$ cat src/rtl/regbank_arbiter.sv
// -----------------------------------------------------------------------------
// regbank_arbiter
//
// Purpose:
//   Shares one register bank between two requesters, A and B. Each granted
//   transaction reads two registers and can also write one register. It goes
//   through three states:
//     IDLE    : the winning request is latched and its Gnt pulses combinationally
//     ISSUE   : addresses, data and strobes are driven to the bank for one cycle
//     CAPTURE : the bank's registered outputs are sampled into Rdata1/Rdata2
//   The owner's Valid pulses in the cycle after CAPTURE, which is back in IDLE.
//   That cycle is three cycles after its Gnt. A new grant can be issued in the
//   same cycle.
//
// Configuration macro:
//   REGBANK_ARB_ROUND_ROBIN_EN
//     defined   : a tie goes to the requester that was not granted most
//                 recently. A one-bit pointer tracks this, and its reset value
//                 favours A.
//     undefined : fixed priority. A always wins a tie, and there is no pointer
//                 register.
//
// Ports:
//   Clock_in             in   clock; all state changes happen on posedge
//   Signal_reset         in   asynchronous active-high reset
//   Req_A / Req_B        in   transaction requests
//   Wr_A / Wr_B          in   the transaction includes a write
//   Rd1_*, Rd2_*         in   read addresses       [ADDR_W]
//   Waddr_*              in   write address        [ADDR_W]
//   Wdata_*              in   write data           [DATA_W]
//   Gnt_A / Gnt_B        out  one-cycle pulse: request latched
//   Valid_A / Valid_B    out  one-cycle pulse: Rdata1/Rdata2 hold that owner's result
//   Rdata1 / Rdata2      out  read results; they hold their value until the next Valid
//   Read_1, Read_2       out  bank read addresses
//   Address_to_write     out  bank write address
//   Data_to_write        out  bank write data
//   Signal_write         out  bank write strobe (ISSUE cycle only)
//   Signal_read          out  bank read strobe  (ISSUE cycle only)
//   Out_1 / Out_2        in   bank read data, registered in the bank on posedge
//   Busy                 out  high whenever the FSM is not in IDLE
// -----------------------------------------------------------------------------
module regbank_arbiter #(
  parameter int ADDR_W = 4,
  parameter int DATA_W = 32
) (
  input  logic              Clock_in,
  input  logic              Signal_reset,
  input  logic              Req_A,
  input  logic              Req_B,
  input  logic              Wr_A,
  input  logic              Wr_B,
  input  logic [ADDR_W-1:0] Rd1_A,
  input  logic [ADDR_W-1:0] Rd2_A,
  input  logic [ADDR_W-1:0] Rd1_B,
  input  logic [ADDR_W-1:0] Rd2_B,
  input  logic [ADDR_W-1:0] Waddr_A,
  input  logic [ADDR_W-1:0] Waddr_B,
  input  logic [DATA_W-1:0] Wdata_A,
  input  logic [DATA_W-1:0] Wdata_B,
  output logic              Gnt_A,
  output logic              Gnt_B,
  output logic              Valid_A,
  output logic              Valid_B,
  output logic [DATA_W-1:0] Rdata1,
  output logic [DATA_W-1:0] Rdata2,
  output logic [ADDR_W-1:0] Read_1,
  output logic [ADDR_W-1:0] Read_2,
  output logic [ADDR_W-1:0] Address_to_write,
  output logic [DATA_W-1:0] Data_to_write,
  output logic              Signal_write,
  output logic              Signal_read,
  input  logic [DATA_W-1:0] Out_1,
  input  logic [DATA_W-1:0] Out_2,
  output logic              Busy
);

  typedef enum logic [1:0] {
    IDLE    = 2'd0,
    ISSUE   = 2'd1,
    CAPTURE = 2'd2
  } state_t;

  state_t              state_reg;
  logic                owner_b_reg;
  logic                valid_a_reg;
  logic                valid_b_reg;
  logic [DATA_W-1:0]   rdata1_reg;
  logic [DATA_W-1:0]   rdata2_reg;
  logic [ADDR_W-1:0]   read_1_reg;
  logic [ADDR_W-1:0]   read_2_reg;
  logic [ADDR_W-1:0]   waddr_reg;
  logic [DATA_W-1:0]   wdata_reg;
  logic                signal_write_reg;
  logic                signal_read_reg;

  logic                pick_a;
  logic                pick_b;
  logic                grant_a;
  logic                grant_b;
  logic                grant_any;

  // ---------------------------------------------------------------------------
  // Arbitration
  // ---------------------------------------------------------------------------
`ifdef REGBANK_ARB_ROUND_ROBIN_EN
  // last_b_reg = 1 means B was granted most recently, so A wins the next tie.
  // It resets to 1 so that A wins the first tie after reset.
  logic last_b_reg;

  assign pick_a = Req_A & (~Req_B | last_b_reg);

  always_ff @(posedge Clock_in or posedge Signal_reset) begin
    if (Signal_reset) begin
      last_b_reg <= 1'b1;
    end else if (grant_any) begin
      last_b_reg <= grant_b;
    end
  end
`else
  assign pick_a = Req_A;
`endif

  assign pick_b = Req_B & ~pick_a;

  // Gnt is combinational so that it can pulse in the IDLE cycle that latches
  // the request. It is gated by reset, so that no grant appears while the
  // FSM is held in reset.
  assign grant_a   = (state_reg == IDLE) & pick_a & ~Signal_reset;
  assign grant_b   = (state_reg == IDLE) & pick_b & ~Signal_reset;
  assign grant_any = grant_a | grant_b;

  // ---------------------------------------------------------------------------
  // Transaction FSM. The bank-facing outputs are loaded on the grant edge.
  // This makes them valid for exactly the ISSUE cycle and lets the
  // asynchronous reset clear them directly.
  // ---------------------------------------------------------------------------
  always_ff @(posedge Clock_in or posedge Signal_reset) begin
    if (Signal_reset) begin
      state_reg        <= IDLE;
      owner_b_reg      <= 1'b0;
      valid_a_reg      <= 1'b0;
      valid_b_reg      <= 1'b0;
      rdata1_reg       <= '0;
      rdata2_reg       <= '0;
      read_1_reg       <= '0;
      read_2_reg       <= '0;
      waddr_reg        <= '0;
      wdata_reg        <= '0;
      signal_write_reg <= 1'b0;
      signal_read_reg  <= 1'b0;
    end else begin
      // Pulses and strobes fall by default and are raised only where needed.
      valid_a_reg      <= 1'b0;
      valid_b_reg      <= 1'b0;
      signal_write_reg <= 1'b0;
      signal_read_reg  <= 1'b0;

      case (state_reg)
        IDLE: begin
          if (grant_any) begin
            state_reg        <= ISSUE;
            owner_b_reg      <= grant_b;
            read_1_reg       <= grant_b ? Rd1_B   : Rd1_A;
            read_2_reg       <= grant_b ? Rd2_B   : Rd2_A;
            waddr_reg        <= grant_b ? Waddr_B : Waddr_A;
            wdata_reg        <= grant_b ? Wdata_B : Wdata_A;
            signal_write_reg <= grant_b ? Wr_B    : Wr_A;
            signal_read_reg  <= 1'b1;
          end
        end

        ISSUE: begin
          // The bank samples the addresses and performs the write on this edge.
          // Its registered read outputs then carry the values from before the
          // write.
          state_reg <= CAPTURE;
        end

        CAPTURE: begin
          state_reg   <= IDLE;
          rdata1_reg  <= Out_1;
          rdata2_reg  <= Out_2;
          valid_a_reg <= ~owner_b_reg;
          valid_b_reg <= owner_b_reg;
        end

        default: begin
          state_reg <= IDLE;
        end
      endcase
    end
  end

  // ---------------------------------------------------------------------------
  // Outputs
  // ---------------------------------------------------------------------------
  assign Gnt_A            = grant_a;
  assign Gnt_B            = grant_b;
  assign Valid_A          = valid_a_reg;
  assign Valid_B          = valid_b_reg;
  assign Rdata1           = rdata1_reg;
  assign Rdata2           = rdata2_reg;
  assign Read_1           = read_1_reg;
  assign Read_2           = read_2_reg;
  assign Address_to_write = waddr_reg;
  assign Data_to_write    = wdata_reg;
  assign Signal_write     = signal_write_reg;
  assign Signal_read      = signal_read_reg;
  assign Busy             = (state_reg != IDLE);

endmodule

$ cat config.mk
export PLATFORM = sky130hd
export DESIGN_NAME = regbank_arbiter
export DESIGN_NICKNAME = d
export VERILOG_FILES = /design/src/rtl/regbank_arbiter.sv
export SDC_FILE = /design/constraint.sdc
export NUM_CORES = 1
export LEC_CHECK = 0
export CAP_MARGIN = 20
export CELL_PAD_IN_SITES_DETAIL_PLACEMENT = 0
export CELL_PAD_IN_SITES_GLOBAL_PLACEMENT = 1
export CORE_MARGIN = 2
export CORE_UTILIZATION = 31
export CTS_CLUSTER_SIZE = 30
export DETAILED_ROUTE_END_ITERATION = 8
export PLACE_DENSITY = 0.93
export SLEW_MARGIN = 0
export SYNTH_ARGS = -nofsm -noshare
export SYNTH_HDL_FRONTEND = slang
export SYNTH_SLANG_ARGS = --single-unit
$ cat constraint.sdc
create_clock -name Clock_in -period 5.8 [get_ports Clock_in]
set_input_delay 1.16 -clock Clock_in [delete_from_list [all_inputs] [get_ports Clock_in]]
set_output_delay 1.16 -clock Clock_in [all_outputs]
set_load 0.01 [all_outputs]
# After elaboration in Yosys (flattened, before gate mapping)
# Index checks and enable logic that the tools add are counted.
[word_totals]
elab_cells = 40
regBits = 115
input_bits = 158
[classes]
n_mux = 13
n_eq_ne = 3
bitwise = 9
reduce_logical = 3
[ops]
columns = ["operator", "n"]
rows = [
  ["$mux 32", 1],
  ["$mux 4", 3],
  ["$mux 1", 7],
  ["$and 1x1->1", 5],
  ["$pmux 2 s2", 1],
  ["$not 1->1", 3],
  ["$eq 2x1->1 const B", 1],
  ["$eq 2x2->1 const B", 1],
  ["$logic_not 2->1", 1],
  ["$mux 2", 1],
  ["$ne 2x2->1 const B", 1],
  ["$reduce_and 2->1", 1],
  ["$reduce_bool 2->1", 1],
  ["$or 1x1->1", 1],
]

# Depth between registers and ports, before layout
[depth]
depth_word = 7
ltp_mapped = 6
depth_no_buf = 3

# Least setup slack after synthesis
# No wires, ideal clock.
[synth_path]
path_kind = "in2out"
from = "input Signal_reset"
to = "output Gnt_B"
path_buffers = 2
arrival_ps = 1998
setup_slack_ps = 2642
path_stages = 5
cell_sequence = "nor3_1 > buf_2 > buf_2 > nand2_1 > nor2_1"
[synth_via]
elab_chain_len = 2
[synth_lines]
columns = ["item", "line", "text"]
rows = [
  ["from (decl)", "47", "input logic Signal_reset,"],
  ["$not 1->1", "129", "assign grant_b = (state_reg == IDLE) & pick_b & ~Signal_reset;"],
  ["$and 1x1->1", "129", ""],
  ["to (decl)", "61", "output logic Gnt_B,"],
]
# No other way between the ends.

# Final worst setup path
[layout_path]
from = "input Signal_reset"
to = "output Gnt_A"
[layout_via]
elab_chain_len = 2
[layout_lines]
columns = ["item", "line", "text"]
rows = [
  ["$not 1->1", "128", "assign grant_a = (state_reg == IDLE) & pick_a & ~Signal_reset;"],
  ["$and 1x1->1", "128", ""],
  ["to (decl)", "60", "output logic Gnt_A,"],
]
# No other way between the ends.

==> results_dict.tcl <==
set metrics [dict create \
    vdd_drop_max_v 0.000204 \
    cts_made_buffers 17 \
    p_leak_nw 3.25 \
    viasPerCell 4.98 \
    worst-path-buf-inv 5 \
    synth_nets 476 \
    start_util_pct 32.0 \
    grt-ovfl-total 0 \
    p_sw_uw 889 \
    ys_seq_area_share_pct 61.4 \
    die_h_um 127 \
    sw_frac_of_total_pct 26.6 \
    fin_crit_ns 4.23 \
    reg2reg_to "Data_to_write[4]" \
    critical_path_arrival_ns 3.07 \
    setup_tns_ns 0 \
    crit_family "buffers and inverters" \
    synth_edf_count 0 \
    timing.rr.start "state_reg[0]" \
    async_flop_share_pct 100 \
    post_cts_buffers 0 \
    crit_slowest_cell "clkdlybuf4s50_1" \
    avgSynthCellArea_um2 14.7 \
    row_count 44 \
    die_area_um2 16100 \
    reg2reg_slack_ns 3.86 \
    dp_cells 751 \
    synth_top_area_share_pct 61.4 \
    core_um2 14600 \
    path_max_fanout 27 \
    drtIter0Drc 200 \
    p_per_area_nw_per_um2 412 \
    synthAdderAreaFrac_pct 0 \
    gp_congestion 0.761 \
    min_period_over_period_pct 73.0 \
    clk_latency_ns 0.41 \
    synthFlopType "dfrtp_1" \
    synthMuxAreaShare_pct 15.4 \
    drive_gt1_share_pct 21.9 \
    drcViolationCount 0 \
    grt_pass1_wl_mm 21.7 \
    path_clk_slew_ns 0.05 \
    ant_nets 0 \
    skew_ns 0.00964 \
    num_antenna_cells 0 \
    ios 273 \
    clockBufferDepth 2 \
    grt_max_degree 67 \
    synthCells 318 \
    nNetsFinal 744 \
    worstPathCellList "clkdlybuf4s50_1 -> nor3_2 -> buf_4 -> nand2_1 -> buf_4 -> inv_1 -> clkdlybuf4s50_1" \
    critical_path.endpoint "Gnt_A" \
    vias 3899 \
    crit_path_max_incr_delay_ns 0.53 \
    synth_top_family_by_area "compound AO/OA/AOI/OAI gates" \
    drv_slew 0 \
    synth_xor_area_share_pct 0 \
    p_int_mw 2.46 \
    synthToLayoutAreaGrowth_pct 73.4 \
    first_global_vias 4048 \
    p_seq_share_pct 35.8 \
    synth_cell_type_count 23 \
    dp_hpwl_mm 9.84 \
    cp-end-kind "primary output" \
    track_usage_pct 17.2 \
    cts_root_buffer "clkbuf_16" \
    rr_worst_depth 3 \
    die_w_um 127 \
    cts_resized 0 \
    cts_tree "done" \
    pwr-share-clk_pct 30.5 \
    comb_power_share_pct 33.7 \
    worst-path-stages 7 \
    setup_viol 0 \
    worst_slew_pin_slew_ns 0.957 \
    finalNonFillerCells 783 \
    fmax_mhz 236 \
    antenna_found_initial 0 \
    ys_top_cells_by_area "dfrtp_1, mux2_2, o221a_2, o32a_1, a2bb2oi_1" \
    yosys.area_share.simple_pct 1.76 \
    ys_warn_count 0 \
    startpoint "Signal_reset" \
    wl_per_cell_um 17.4 \
    crit_type "primary input to primary output" \
    io_buffers 272 \
    firstDrtPassIters 6 \
    startpoint_type "primary input" \
    htree_levels 4 \
    hold_viol_final 0 \
    min_path_type "flip-flop to flip-flop" \
    required_ns 4.64 \
    netlist_area_um2 4690 \
    max_cap_violations 0 \
    rsz0062_at_grt "no" \
    maxSlewHeadroom_pct 36.2 \
    cts_hold_buf 0 \
    synth_compound_area_share_pct 17.7 \
    synth_seq_cells 115 \
    yosys.area.top_type "dfrtp_1" \
    cts_num_sinks 115 \
    status "finished, final reports clean" \
    routed_wl_mm 13.6 \
]
per-layer routing:
metal	global-route usage (%)	vias to the layer above	share of wire, %
li1	-	1778	-
met1	22.0	1851	42
met2	25.9	250	45
met3	6.45	20	11
met4	7.95	0	2.0
met5	0	-	0
metrics by stage:
stage	area (µm²)	setup slack, ns	hold slack, ns	util (%)	power [mW]
2_1_floorplan	4690	1.60	0.403	-	1.65
3_3_place_gp	7530	1.61	0.424	51.4	2.32
3_5_place_dp	7530	1.58	0.430	51.4	2.35
4_1_cts	8120	1.57	0.440	55.5	3.39
5_1_grt	8120	1.44	0.458	55.5	3.51
6_report	8120	1.57	0.443	55.5	3.35
worst min path at each step:
| stage | slack, ns | cells after the start | from | to |
|---|---|---|---|---|
| floorplan | 0.40 | 1 | owner_b_reg | Valid_A |
| global placement | 0.42 | 1 | owner_b_reg | Valid_A |
| CTS | 0.44 | 1 | owner_b_reg | Valid_A |
| global route | 0.46 | 1 | owner_b_reg | Valid_A |
| finish | 0.44 | 1 | owner_b_reg | Valid_A |
| detailed placement | 0.43 | 1 | owner_b_reg | Valid_A |
layout make-up:
class,count,area [µm²]
clock buffers,22,484
clock inverters,10,105
fillers,1182,6520
inverters,4,17.5
multi-input cells,170,1640
flip-flops and latches,115,2880
well taps,184,230
repair buffers,278,2770
cells in the mapped netlist (all sizes together), types with 3 or more instances:
cell type	number
nor2	3
clkbuf	8
nand2	3
inv	4
o32a	25
buf	21
o221a	25
dfrtp	115
o22ai	19
mux2	64
a2bb2oi	19
cell families after synthesis:
logic type / count (synthesis)
and+or+nand+nor: 16
DFF: 115
muxes: 64
buffers and inverters: 33
AOI/OAI and AO/OA: 90
power by group through the flow:
| stage | logic (mW) | registers, mW | clock network (mW) |
|---|---|---|---|
| after floorplan | 0.340 | 1.31 | 0 |
| after global placement | 1.12 | 1.20 | 0 |
| after detailed placement | 1.14 | 1.21 | 0 |
| after CTS | 1.14 | 1.20 | 1.05 |
| after global routing | 1.20 | 1.23 | 1.08 |
| final | 1.13 | 1.20 | 1.02 |
worst reg2reg max path: stages (launching register included):
cell and delay [ns]:
dfrtp_1 0.42, or3_1 0.77, o32a_1 0.51, o221a_2 0.13
layout by cell type (no fill, tap or decap), types with 2 or more instances in the layout:
master           instances
clkbuf_16               17
o22ai_1                 19
buf_4                    6
dfrtp_1                115
nand2_1                  3
and2_1                   2
bufinv_16                2
clkbuf_8                 4
mux2_2                  64
inv_1                    3
clkinv_2                 6
o221a_2                 25
or2_2                    2
clkdlybuf4s50_1        272
o32a_1                  25
clkinvlp_4               2
nor2_1                   3
a2bb2oi_1               19
(Power assumes the default switching activity.)
==> edit 1, RTL diff (same settings) <==
Set the parameter `ADDR_W` to 6 (it was 4).
--- a/src/rtl/regbank_arbiter.sv
+++ b/src/rtl/regbank_arbiter.sv
@@ -42,3 +42,3 @@
 module regbank_arbiter #(
-  parameter int ADDR_W = 4,
+  parameter int ADDR_W = 6,
   parameter int DATA_W = 32
Ports: changed (9 resized); port bits go from 273 to 291. No check against the original RTL was run, so the function may have changed too.
==> edit 1 against the unedited design <==
  * Count of clock-buffer cells in the layout is 2 lower
  * Global-route usage up 0.82 points
  * Synthesized area increased by 5.6%
  * Register-to-register slack got worse by 0.18 ns
  * Worst setup slack better by 0.42 ns
  * Sequential share of layout area decreased by 0.48 points
  * Sequential cell count up 6
  * Design area up 6.7%
  * Die area rose by 5.4%
  * Power up 7.8%
  * Wire length up 14%
  * Critical path type unchanged
==> edit 1: results <==
power_and_ir_drop:
  pwr-share-comb_pct: 33.2
  comb-power_mw: 1.20
  powerSeq_mw: 1.26
  p_leak_nw: 3.43
synthesis:
  synthTopCellsByArea: "dfrtp_1 (61%), mux2_2 (15%), o221a_2 (6.4%), o32a_1 (5.7%), a2bb2oi_1 (3.9%)"
  synth_common_cells: "dfrtp_1 (121), mux2_2 (64), o221a_2 (28), o32a_1 (28)"
  synth_nets: 508
  syn_area_per_cell_um2: 14.6
status:
  status: "finished clean"
global_routing:
  grt_pass1_vias: 4433
  grt_pass1_wl_mm: 23.2
  grt_usage_pct: 18.0
  use_met2_pct: 30.4
  use_met1_pct: 21.0
critical_path:
  cp_max_fo: 3
  slowest_delay_ns: 0.56
  worst-r2r-cell-count: 5
  rrSetupSlack_ns: 3.68
  cp.arrival_ns: 2.66
sta:
  timing.hold.ws_ns: 0.431
  worstMarginPinSlew_ns: 1.04
  setup_slack_ns: 1.98
routing:
  drt_iter0_drc: 210
  dr.pass1.iters: 5
  routed_wl_mm: 15.5
  viasPerCell: 4.94
  wl_met3_mm: 1.44
  met2_length_mm: 7.72
place:
  placed_cell_area_um2: 8010
  io_buffers: 290
  dp.cells: 817
  dp_hpwl_mm: 11.1
  dp_slack_ns: 2.00
cells_and_area:
  drive_gt1_share_pct: 21.1
-- edit 1: changes by cell type in the layout (fill, tap and decap cells not counted), sizes merged --
cell           unedited run  this run
clkdlybuf4s50           272       290
a21boi                    1         0
bufinv                    2         5
o221a                    25        28
o32a                     25        28
dfrtp                   115       121
clkinv                    6         5
clkbuf                   22        20
o22ai                    19        22
buf                       6         5
a21oi                     1         2
a2bb2oi                  19        22
-- edit 1: kinds of logic after synthesis --
logic type / count (synthesis) / share of synthesized area [%]
and+or+nand+nor: 16 / 2.00
buffers and inverters: 35 / 3.29
AOI/OAI and AO/OA: 102 / 18.9
muxes: 64 / 14.6
DFF: 121 / 61.2
-- edit 1: layout make-up --
| cell class | count | area, um2 |
|---|---|---|
| fillers | 1316 | 7050 |
| flip-flops and latches | 121 | 3030 |
| repair buffers | 295 | 2940 |
| multi-input cells | 182 | 1760 |
| clock buffers | 20 | 447 |
| well taps | 216 | 270 |
| clock inverters | 12 | 198 |
| inverters | 4 | 17.5 |
==> edit 2, RTL diff (config.mk and constraints unchanged) <==
Made on the original files. Encoding of `state_t`: now one-hot (3 bits for 3 states).
--- a/src/rtl/regbank_arbiter.sv
+++ b/src/rtl/regbank_arbiter.sv
@@ -76,6 +76,6 @@
 
-  typedef enum logic [1:0] {
-    IDLE    = 2'd0,
-    ISSUE   = 2'd1,
-    CAPTURE = 2'd2
+  typedef enum logic [2:0] {
+    IDLE    = 3'b001,
+    ISSUE   = 3'b010,
+    CAPTURE = 3'b100
   } state_t;
Function: same outputs for any inputs over 10 cycles, from zero or initial values and one cycle with Signal_reset high; not proved beyond that.
==> edit 2 against the unedited design <==
  * Critical endpoint unchanged
  * Non-clock buffer count fell by 3
  * Clock power rose by 8%
  * Largest power group is now combinational logic
  * Largest cell class unchanged
  * Worst setup slack improved by 0.30 ns
  * Die area rose by 7.4%
  * Design area rose by 4.8%
  * Wire length fell by 3.5%
  * Sequential cell count rose by 1
  * Synthesized area rose by 7.6%
  * Sequential share of layout area fell by 1.3 points
  * Power rose by 20%
==> edit 2: results <==
routing:
  drt_iter0_drc: 118
  viasPerCell: 4.43
  routedWlPerCell_um: 16.3
  dr.pass1.iters: 4
  vias: 3581
place:
  placed_cell_area_um2: 7880
  dp.cells: 776
  dp_slack_ns: 1.86
  dp_hpwl_mm: 9.85
  routabilityCongestion: 0.781
power_and_ir_drop:
  powerSeq_mw: 1.36
  p_clk_mw: 1.10
  switchingPower_mw: 1.07
  p_leak_nw: 3.61
  peakVddDrop_mv: 0.224
  finalPower_mw: 4.00
critical_path:
  reg2reg_to: "Data_to_write[15]$_DFFE_PP0P_"
  slowest_delay_ns: 0.55
  slowest_stage: "clkdlybuf4s50_1"
  startpoint: "Signal_reset"
  cp_max_fo: 4
  rrSetupSlack_ns: 3.66
  reg2reg_from: "state_reg[0]$_DFFE_PP1P_"
global_routing:
  grt_max_degree: 69
  grt_pass1_wl_mm: 21.5
  grt_pass1_vias: 3976
  grt_usage_pct: 15.6
sta:
  post-route-min-period_ns: 3.93
  slew_headroom_pct: 43.6
  timing.hold.ws_ns: 0.461
  finClkSkew_ns: 0.00384
cts:
  clockBufferDepth: 2
  post_cts_buffers: 0
  clock_latency_ns: 0.40
synthesis:
  yosys-mux-area-fraction_pct: 36.1
  synth_common_cells: "mux2_2 (125), dfrtp_1 (115), mux2_4 (27), buf_4 (5), buf_6 (5)"
  syn_area_per_cell_um2: 16.7
  yosysSeqAreaShare_pct: 57.6
  synth_fa_ha_area_share_pct: 0
  yosysUniqueCellTypes: 22
  synth_nets: 460
  synthTopCellsByArea: "dfrtp_1 (57%), mux2_2 (28%), mux2_4 (8.0%), buf_12 (1.6%), buf_6 (1.1%)"
  synth_compound_area_share_pct: 0.546
cells_and_area:
  drive_gt1_share_pct: 32.1
  nets: 737
  nFillCells: 1345
worst_hold_path:
  whs_path_depth: 1
  min_path_type: "flop to flop"
status:
  status: "finished clean"
==> edit 2: cell count changes after synthesis, sizes merged, moves of 3 or more <==
cell	before	now
o22ai	19	0
a2bb2oi	19	0
clkbuf	8	0
o221a	25	0
buf	21	17
o32a	25	0
mux2	64	152
nand2	3	0
inv	4	1
==> edit 2: worst max-delay path: cells and delay by family <==
family        cells  cell delay, ns
simple gates      2            0.55
buf+inv           2            1.06
==> edit 2: layout make-up <==
| type | instances | area (um2) | share of cell area [%] |
|---|---|---|---|
| multi-input combinational | 168 | 1960 | 23.0 |
| inverter | 1 | 6.26 | 0.0735 |
| clock inverter | 8 | 148 | 1.73 |
| sequential | 116 | 2900 | 34.1 |
| timing repair buffer | 275 | 2750 | 32.3 |
| tap | 216 | 270 | 3.18 |
| clock buffer | 24 | 482 | 5.66 |
==> edit 2: layer usage <==
metal	share of wire [%]	vias to the layer above	GRT usage (%)
met2	52	157	27.3
met1	38	1752	17.5
met4	2.9	0	7.43
met5	0	-	0
met3	6.8	30	4.75
li1	-	1642	-
